## config.mk

```make
export PLATFORM = sky130hd
export DESIGN_NAME = pe_skew_feeder
export DESIGN_NICKNAME = d
export VERILOG_FILES = /design/src/rtl/pe_skew_feeder.sv
export SDC_FILE = /design/constraint.sdc
export NUM_CORES = 1
export LEC_CHECK = 0
export CAP_MARGIN = 20
export CELL_PAD_IN_SITES_DETAIL_PLACEMENT = 0
export CELL_PAD_IN_SITES_GLOBAL_PLACEMENT = 2
export CORE_MARGIN = 2
export CORE_UTILIZATION = 39
export CTS_BUF_LIST = sky130_fd_sc_hd__clkbuf_8
export CTS_CLUSTER_SIZE = 40
export DETAILED_ROUTE_END_ITERATION = 7
export PLACE_DENSITY_LB_ADDON = 0.1
export SETUP_SLACK_MARGIN = 0.4
export SYNTH_ARGS = -nofsm -noshare
export SYNTH_HDL_FRONTEND = slang
export SYNTH_SLANG_ARGS = --single-unit
```

## constraint.sdc

```tcl
create_clock -name clk -period 5 [get_ports clk]
set_clock_uncertainty 0.1 [all_clocks]
set_input_delay 1 -clock clk [delete_from_list [all_inputs] [get_ports clk]]
set_output_delay 1 -clock clk [all_outputs]
set_load 0.005 [all_outputs]
```

## src/rtl/pe_skew_feeder.sv

```systemverilog
// Operand skew feeder for the PE array: per-lane delay chains diagonally skew
// each accepted K-slice, with a small IDLE/STREAM/FLUSH sequencer around them.
module pe_skew_feeder #(
  parameter int DATA_WIDTH = 8,
  parameter int ROWS       = 8,
  parameter int COLS       = 8,
  parameter int CNT_WIDTH  = 16
) (
  input  logic                       clk,
  input  logic                       rst_n,
  input  logic                       start,
  input  logic                       in_valid,
  output logic                       in_ready,
  input  logic                       in_last,
  input  logic [ROWS*DATA_WIDTH-1:0] a_in,
  input  logic [COLS*DATA_WIDTH-1:0] b_in,
  output logic [ROWS*DATA_WIDTH-1:0] a_skew,
  output logic [COLS*DATA_WIDTH-1:0] b_skew,
  output logic                       busy,
  output logic                       done,
  output logic [CNT_WIDTH-1:0]       k_count
);

  localparam int D  = ((ROWS > COLS) ? ROWS : COLS) - 1;
  localparam int FW = (D > 0) ? $clog2(D + 1) : 1;

  typedef enum logic [1:0] {S_IDLE, S_STREAM, S_FLUSH} state_t;

  state_t                r_state;
  logic [FW-1:0]         r_flush_cnt;
  logic                  r_done;
  logic [CNT_WIDTH-1:0]  r_k_count;
  logic                  w_hs;

  assign in_ready = (r_state == S_STREAM);
  assign w_hs     = in_valid & in_ready;
  assign busy     = (r_state != S_IDLE);
  assign done     = r_done;
  assign k_count  = r_k_count;

  always_ff @(posedge clk) begin
    if (!rst_n) begin
      r_state     <= S_IDLE;
      r_flush_cnt <= '0;
      r_done      <= 1'b0;
      r_k_count   <= '0;
    end else begin
      r_done <= 1'b0;
      case (r_state)
        S_IDLE: begin
          if (start) begin
            r_state   <= S_STREAM;
            r_k_count <= '0;
          end
        end
        S_STREAM: begin
          if (w_hs) begin
            if (r_k_count != {CNT_WIDTH{1'b1}}) r_k_count <= r_k_count + 1'b1;
            if (in_last) begin
              r_state     <= S_FLUSH;
              r_flush_cnt <= FW'(D);
              r_done      <= (D == 0);
            end
          end
        end
        S_FLUSH: begin
          // done is registered one cycle early so it lines up with flush_cnt==0
          if (r_flush_cnt == '0) begin
            r_state <= S_IDLE;
          end else begin
            r_flush_cnt <= r_flush_cnt - 1'b1;
            r_done      <= (r_flush_cnt == FW'(1));
          end
        end
        default: r_state <= S_IDLE;
      endcase
    end
  end

  genvar gi;
  generate
    for (gi = 0; gi < ROWS; gi++) begin : g_a_lane
      logic [DATA_WIDTH-1:0] r_pipe [0:gi];
      always_ff @(posedge clk) begin
        if (!rst_n) begin
          for (int s = 0; s <= gi; s++) r_pipe[s] <= '0;
        end else begin
          r_pipe[0] <= w_hs ? a_in[gi*DATA_WIDTH +: DATA_WIDTH] : '0;
          for (int s = 1; s <= gi; s++) r_pipe[s] <= r_pipe[s-1];
        end
      end
      assign a_skew[gi*DATA_WIDTH +: DATA_WIDTH] = r_pipe[gi];
    end

    for (gi = 0; gi < COLS; gi++) begin : g_b_lane
      logic [DATA_WIDTH-1:0] r_pipe [0:gi];
      always_ff @(posedge clk) begin
        if (!rst_n) begin
          for (int s = 0; s <= gi; s++) r_pipe[s] <= '0;
        end else begin
          r_pipe[0] <= w_hs ? b_in[gi*DATA_WIDTH +: DATA_WIDTH] : '0;
          for (int s = 1; s <= gi; s++) r_pipe[s] <= r_pipe[s-1];
        end
      end
      assign b_skew[gi*DATA_WIDTH +: DATA_WIDTH] = r_pipe[gi];
    end
  endgenerate

endmodule

```

Yosys cells after proc, flatten, opt, wreduce, memory -nomap -nowiden
Memories as Yosys holds them, arrays and structs flattened.
Cells that the tools add are included.
W data, S select, Z words.
- flip-flop bits (word level): 22
- RAM bits: 576
- input port bits: 133
- memories kept: 16
- $add $sub $neg: 2
- equality and inequality tests: 10
- muxes and demuxes: 105
- bitwise operators: 73
- reductions and logical operators: 11
- memory list (name ; depth ; bits a word ; read ports ; clocked after Yosys merged registers in ; write ports ; line ; text):
    g_a_lane[7].r_pipe ; 8 ; 8 ; 8 ; 0 ; 8 ; 83 ; logic [DATA_WIDTH-1:0] r_pipe [0:gi];
    g_b_lane[7].r_pipe ; 8 ; 8 ; 8 ; 0 ; 8 ; 96 ; logic [DATA_WIDTH-1:0] r_pipe [0:gi];
    g_a_lane[6].r_pipe ; 7 ; 8 ; 7 ; 0 ; 7 ; 83 ;
    g_b_lane[6].r_pipe ; 7 ; 8 ; 7 ; 0 ; 7 ; 96 ;
    g_a_lane[5].r_pipe ; 6 ; 8 ; 6 ; 0 ; 6 ; 83 ;
    g_b_lane[5].r_pipe ; 6 ; 8 ; 6 ; 0 ; 6 ; 96 ;
    +10 memories ; - ; - ; - ; - ; - ; - ;
- operators with widths (kind ; number):
    $mux W8 ; 88
    $or A1 B1 Y1 ; 70
    $mux W16 ; 3
    $pmux W16 S2 ; 1
    $add A16 B1 Y16 const B ; 1
    $ne A16 B16 Y1 const B ; 1
    $reduce_or A8 Y1 ; 2
    $reduce_and A4 Y1 ; 3
    $mux W3 ; 3
    $mux W2 ; 4
    $ne A2 B1 Y1 const B ; 3
    $ne A2 B2 Y1 const B ; 3
    $pmux W2 S3 ; 1
    $pmux W3 S2 ; 1
    $reduce_bool A2 Y1 ; 3
    $mux W1 ; 4
    $eq A3 B1 Y1 const B ; 1
    $logic_not A3 Y1 ; 1
    $reduce_or A3 Y1 ; 1
    $sub A3 B1 Y3 const B ; 1
    $eq A2 B1 Y1 const B ; 1
    $eq A2 B2 Y1 const B ; 1
    $logic_not A2 Y1 ; 1
    $not A1 Y1 ; 2
    $and A1 B1 Y1 ; 1

Logic depth before layout (Yosys ltp)
- depth in word-level cells: 4
- gate-level depth with buffers: 8

Worst setup path before layout
OpenSTA, ideal clock, no wires.
- kind: input -> register
- start: in rst_n
- end: mem g_a_lane[3].r_pipe[24][0], in the netlist g_a_lane[3].r_pipe[3][0]
- library setup time: 0.059 ns
- data arrival time: 1.846 ns
- required time: 4.841 ns
- path slack: 2.995 ns
- stages on the path: 4
- cell sequence: clkbuf_1 > clkbuf_1 > clkbuf_1 > and2_1
- RTL lines (item ; line ; text):
    start: declaration ; 10 ; input logic rst_n,
    end: declaration ; 83 ;

Worst setup path after layout
- start: reg r_state[0]
- end: out in_ready
- cells in the longest elaborated chain, start to end: 1
- RTL lines (item ; line ; text):
    start: declaration ; 29 ; state_t r_state;
    start signal: assignment ; 43 ; r_state <= S_IDLE;
    start signal: assignment ; 52 ; r_state <= S_STREAM;
    start signal: assignment ; 60 ; r_state <= S_FLUSH;
    $eq A2 B1 Y1 ; 35 ; assign in_ready = (r_state == S_STREAM);
    end: declaration ; 13 ; output logic in_ready,
No other way between the ends.

==> metrics.cfg <==
[power]
max-vdd-ir-drop_mv=0.201
power.density_cell_area_nw_per_um2=413
power_w=0.00901
leakage_nw=9.01

[critical_path]
crit_path_cell_trace=nand2b_2 > inv_4 > clkdlybuf4s50_1
worstSetupPathType=reg2out
end_kind=output pin
r2r_setup_slk_ns=2.50
critPathMaxStageDelay_ns=0.53
critPathSlowestCell=dfxtp_1
data_required_time_at_the_worst_endpoint_ns=3.90
r2r_path_start=r_state[0]$_SDFFE_PN0P_
worst_setup_path_startpoint=r_state[0]$_SDFFE_PN0P_
crit_fanout=14
reg2reg_to=g_b_lane[1].r_pipe[0][4]$_SDFF_PN0_
setup.worst_path.end=in_ready
cells_on_worst_reg2reg_path=5
crit_arrival_ns=2.16
startpoint_type=flop

[logic_synthesis]
post_synthesis_cell_area_um2=17200
synth_seq_cells=598
syn-instance-count=1430
synth_enable_flop_cells=0
synth_cell_types=46
synthFlopType=dfxtp_1
synth.yosys.seq_area_share=0.694
synth-warning-count=0
synth-async-reset-ratio=0
avgSynthCellArea_um2=12.1
syn-num-nets=1567

[floorplanning]
rows=77
dieWidth_um=214
initial_cell_density_of_the_core=0.392
io_pins=280
fp.dieArea_um2=45900
core-area_um2=43900
die_height_um=214

[place]
dp.final_hpwl_um=17300
port_buffers=279
placedCellCount=2162
gp_congestion=0.766
placed_area_um2=19900

[sta]
worstMarginPinSlew_ns=0.968
layout_min_cycle_time_ns=3.26
slew_viol_final=0
timing.final.hold_violations=0
grt_setup_unrepaired=no
setup-violations-final=0
holdWs_ns=0.317
fin_tns_setup_ns=0
clock.fmax_mhz=306
relSlewSlack=0.355
fin_crit_sh=0.653

[global_route]
grt_pass1_wl_um=46500
grt_overflow_total=0
grt_antenna_before_repair=5
first_global_vias=8946
groute.usage.overall=0.128
maximum_number_of_pins_on_one_net_before_global_route_repair=253

[route]
detail-route-antenna-nets=0
drt-initial-drc-count=437
drt_pass1_iterations=4
dr_drc_count=0
finalWirelength_um=29100
wl_per_cell_um=12.5
drt-vias-per-instance=3.95
dr_total_vias=9225

[clocking]
clockBufferDepth=3
cts_max_level=3
clock_tree_from_tritoncts=done
sink_count=598
post_cts_resize_count=0
clockRootBuffer=clkbuf_8
cts_inserted_buffers=97
postCtsSetupBuffers=0
cts_hold_fix_bufs=0
clk_latency_ns=0.64
clk_pin_slew_ns=0.06

[layout]
area.growth.synth_to_final_pct=26.5
final_cell_count_without_fillers=2333
stdcell_area_um2=21800
n_fill_cell=4085
drive_gt1_frac=0.0851
design.final.nets=1806

[run]
maxCapViolations=0

[worst_hold_path]
class_of_the_most_critical_hold_timing_path=reg2reg
hold_start=g_b_lane[7].r_pipe[0][20]$_SDFF_PN0_

[run_status]
run_status=finished clean

-- routing by layer --
layer  track usage  up-vias  part of all wire  routed length, um
met5             0        -            0.0014                 40
met4        0.0685        8             0.029                831
met3        0.0465       65             0.067               1940
met2         0.204      215              0.46              13200
met1         0.150     4110              0.45              13000
li1              -     4827                 -                  -
-- state kept, by name (all words and copies together) (netlist names) --
name / cells
r_flush_cnt: 3
g_b_lane.r_pipe: 288
g_a_lane.r_pipe: 288
done: 1
r_state: 2
k_count: 16
-- cell usage in the layout, fill, tap and decap left out, types with 2 or more instances in the layout --
master,count
dfxtp_1,598
and2_1,578
clkdlybuf4s50_1,278
clkbuf_8,119
inv_1,40
nand2_1,13
nor2_1,9
clkinv_2,9
a21boi_1,7
nand3_1,7
o211ai_1,7
nand4_1,6
o21ai_0,6
a31oi_1,5
a21oi_1,4
ha_1,4
and4_1,3
and3_1,3
o21ai_1,3
o31ai_2,3
buf_4,3
diode_2,2
nand2_4,2
nand3b_1,2
o211a_1,2
nand4b_1,2
nor3_1,2
clkinvlp_4,2
-- power by group --
| group | leakage (nW) | switching [W] | internal [W] |
|---|---|---|---|
| logic | 3.08 | 0.0000944 | 0.000140 |
| clock network | 1.11 | 0.00177 | 0.00218 |
| registers | 4.83 | 0.0000126 | 0.00481 |
-- critical path, delay by kind of cell, from the launching register on --
kind	cells	cell delay (ns)
buf+inv	2	0.70
flops	1	0.53
simple gates	1	0.30
-- how the worst min path moves through the flow --
stage | to | cells past startpoint
2_1_floorplan | g_a_lane[1].r_pipe[0][10]$_SDFF_PN0_ | 1
3_3_place_gp | g_a_lane[3].r_pipe[2][6]$_SDFF_PN0_ | 1
3_5_place_dp | g_a_lane[5].r_pipe[2][1]$_SDFF_PN0_ | 1
4_1_cts | g_b_lane[7].r_pipe[0][28]$_SDFF_PN0_ | 1
5_1_grt | g_a_lane[3].r_pipe[1][5]$_SDFF_PN0_ | 1
6_report | g_b_lane[7].r_pipe[0][28]$_SDFF_PN0_ | 1
-- Yosys cell counts (2+ instances only) --
library cell / number / share of area
o211a_1: 2 / 0.0012
buf_6: 10 / 0.0065
clkbuf_1: 55 / 0.012
nor2_1: 9 / 0.0020
dfxtp_1: 598 / 0.69
a21boi_1: 7 / 0.0030
and4_1: 3 / 0.0015
o21ai_1: 3 / 0.00087
ha_1: 4 / 0.0029
a21oi_1: 4 / 0.0012
o211ai_1: 7 / 0.0030
o21ai_0: 6 / 0.0017
nand4b_1: 2 / 0.0010
buf_2: 4 / 0.0012
nand3b_1: 2 / 0.00087
nand2_4: 2 / 0.0013
o31ai_2: 3 / 0.0022
and3_1: 4 / 0.0015
nor3_1: 2 / 0.00058
buf_4: 72 / 0.031
nand4_1: 6 / 0.0022
nand2_1: 13 / 0.0028
inv_1: 2 / 0.00044
nand3_1: 7 / 0.0020
a31oi_1: 5 / 0.0018
and2_1: 578 / 0.21
-- cell families (layout without fill, tap and decap cells) --
| logic type | count (synthesis) | in the layout | share of synthesized area |
|---|---|---|---|
| flops | 598 | 598 | 0.694 |
| xor+xnor | 1 | 1 | 0.000508 |
| compound gates | 41 | 41 | 0.0171 |
| mux | 1 | 1 | 0.000581 |
| buf+inv | 146 | 455 | 0.0529 |
| fa+ha+maj | 4 | 4 | 0.00290 |
| simple gates | 639 | 639 | 0.232 |
| other cells | 0 | 2 | 0 |
-- stage by stage --
stage | setup WS [ns] | utilization
CTS | 1.66 | 0.496
global route | 1.58 | 0.496
floorplan | 2.99 | -
finish | 1.74 | 0.496
global placement | 1.86 | 0.454
detailed placement | 1.84 | 0.454
-- layout make-up --
type | instances | area [um2] | share of cell area
antenna | 2 | 5.00 | 0.000230
clock buffer | 119 | 1640 | 0.0751
clock inverter | 50 | 233 | 0.0107
inverter | 3 | 13.8 | 0.000631
multi-input combinational | 686 | 4360 | 0.200
sequential | 598 | 12000 | 0.549
tap | 592 | 741 | 0.0340
timing repair buffer | 283 | 2840 | 0.130
(Power assumes the default switching activity.)
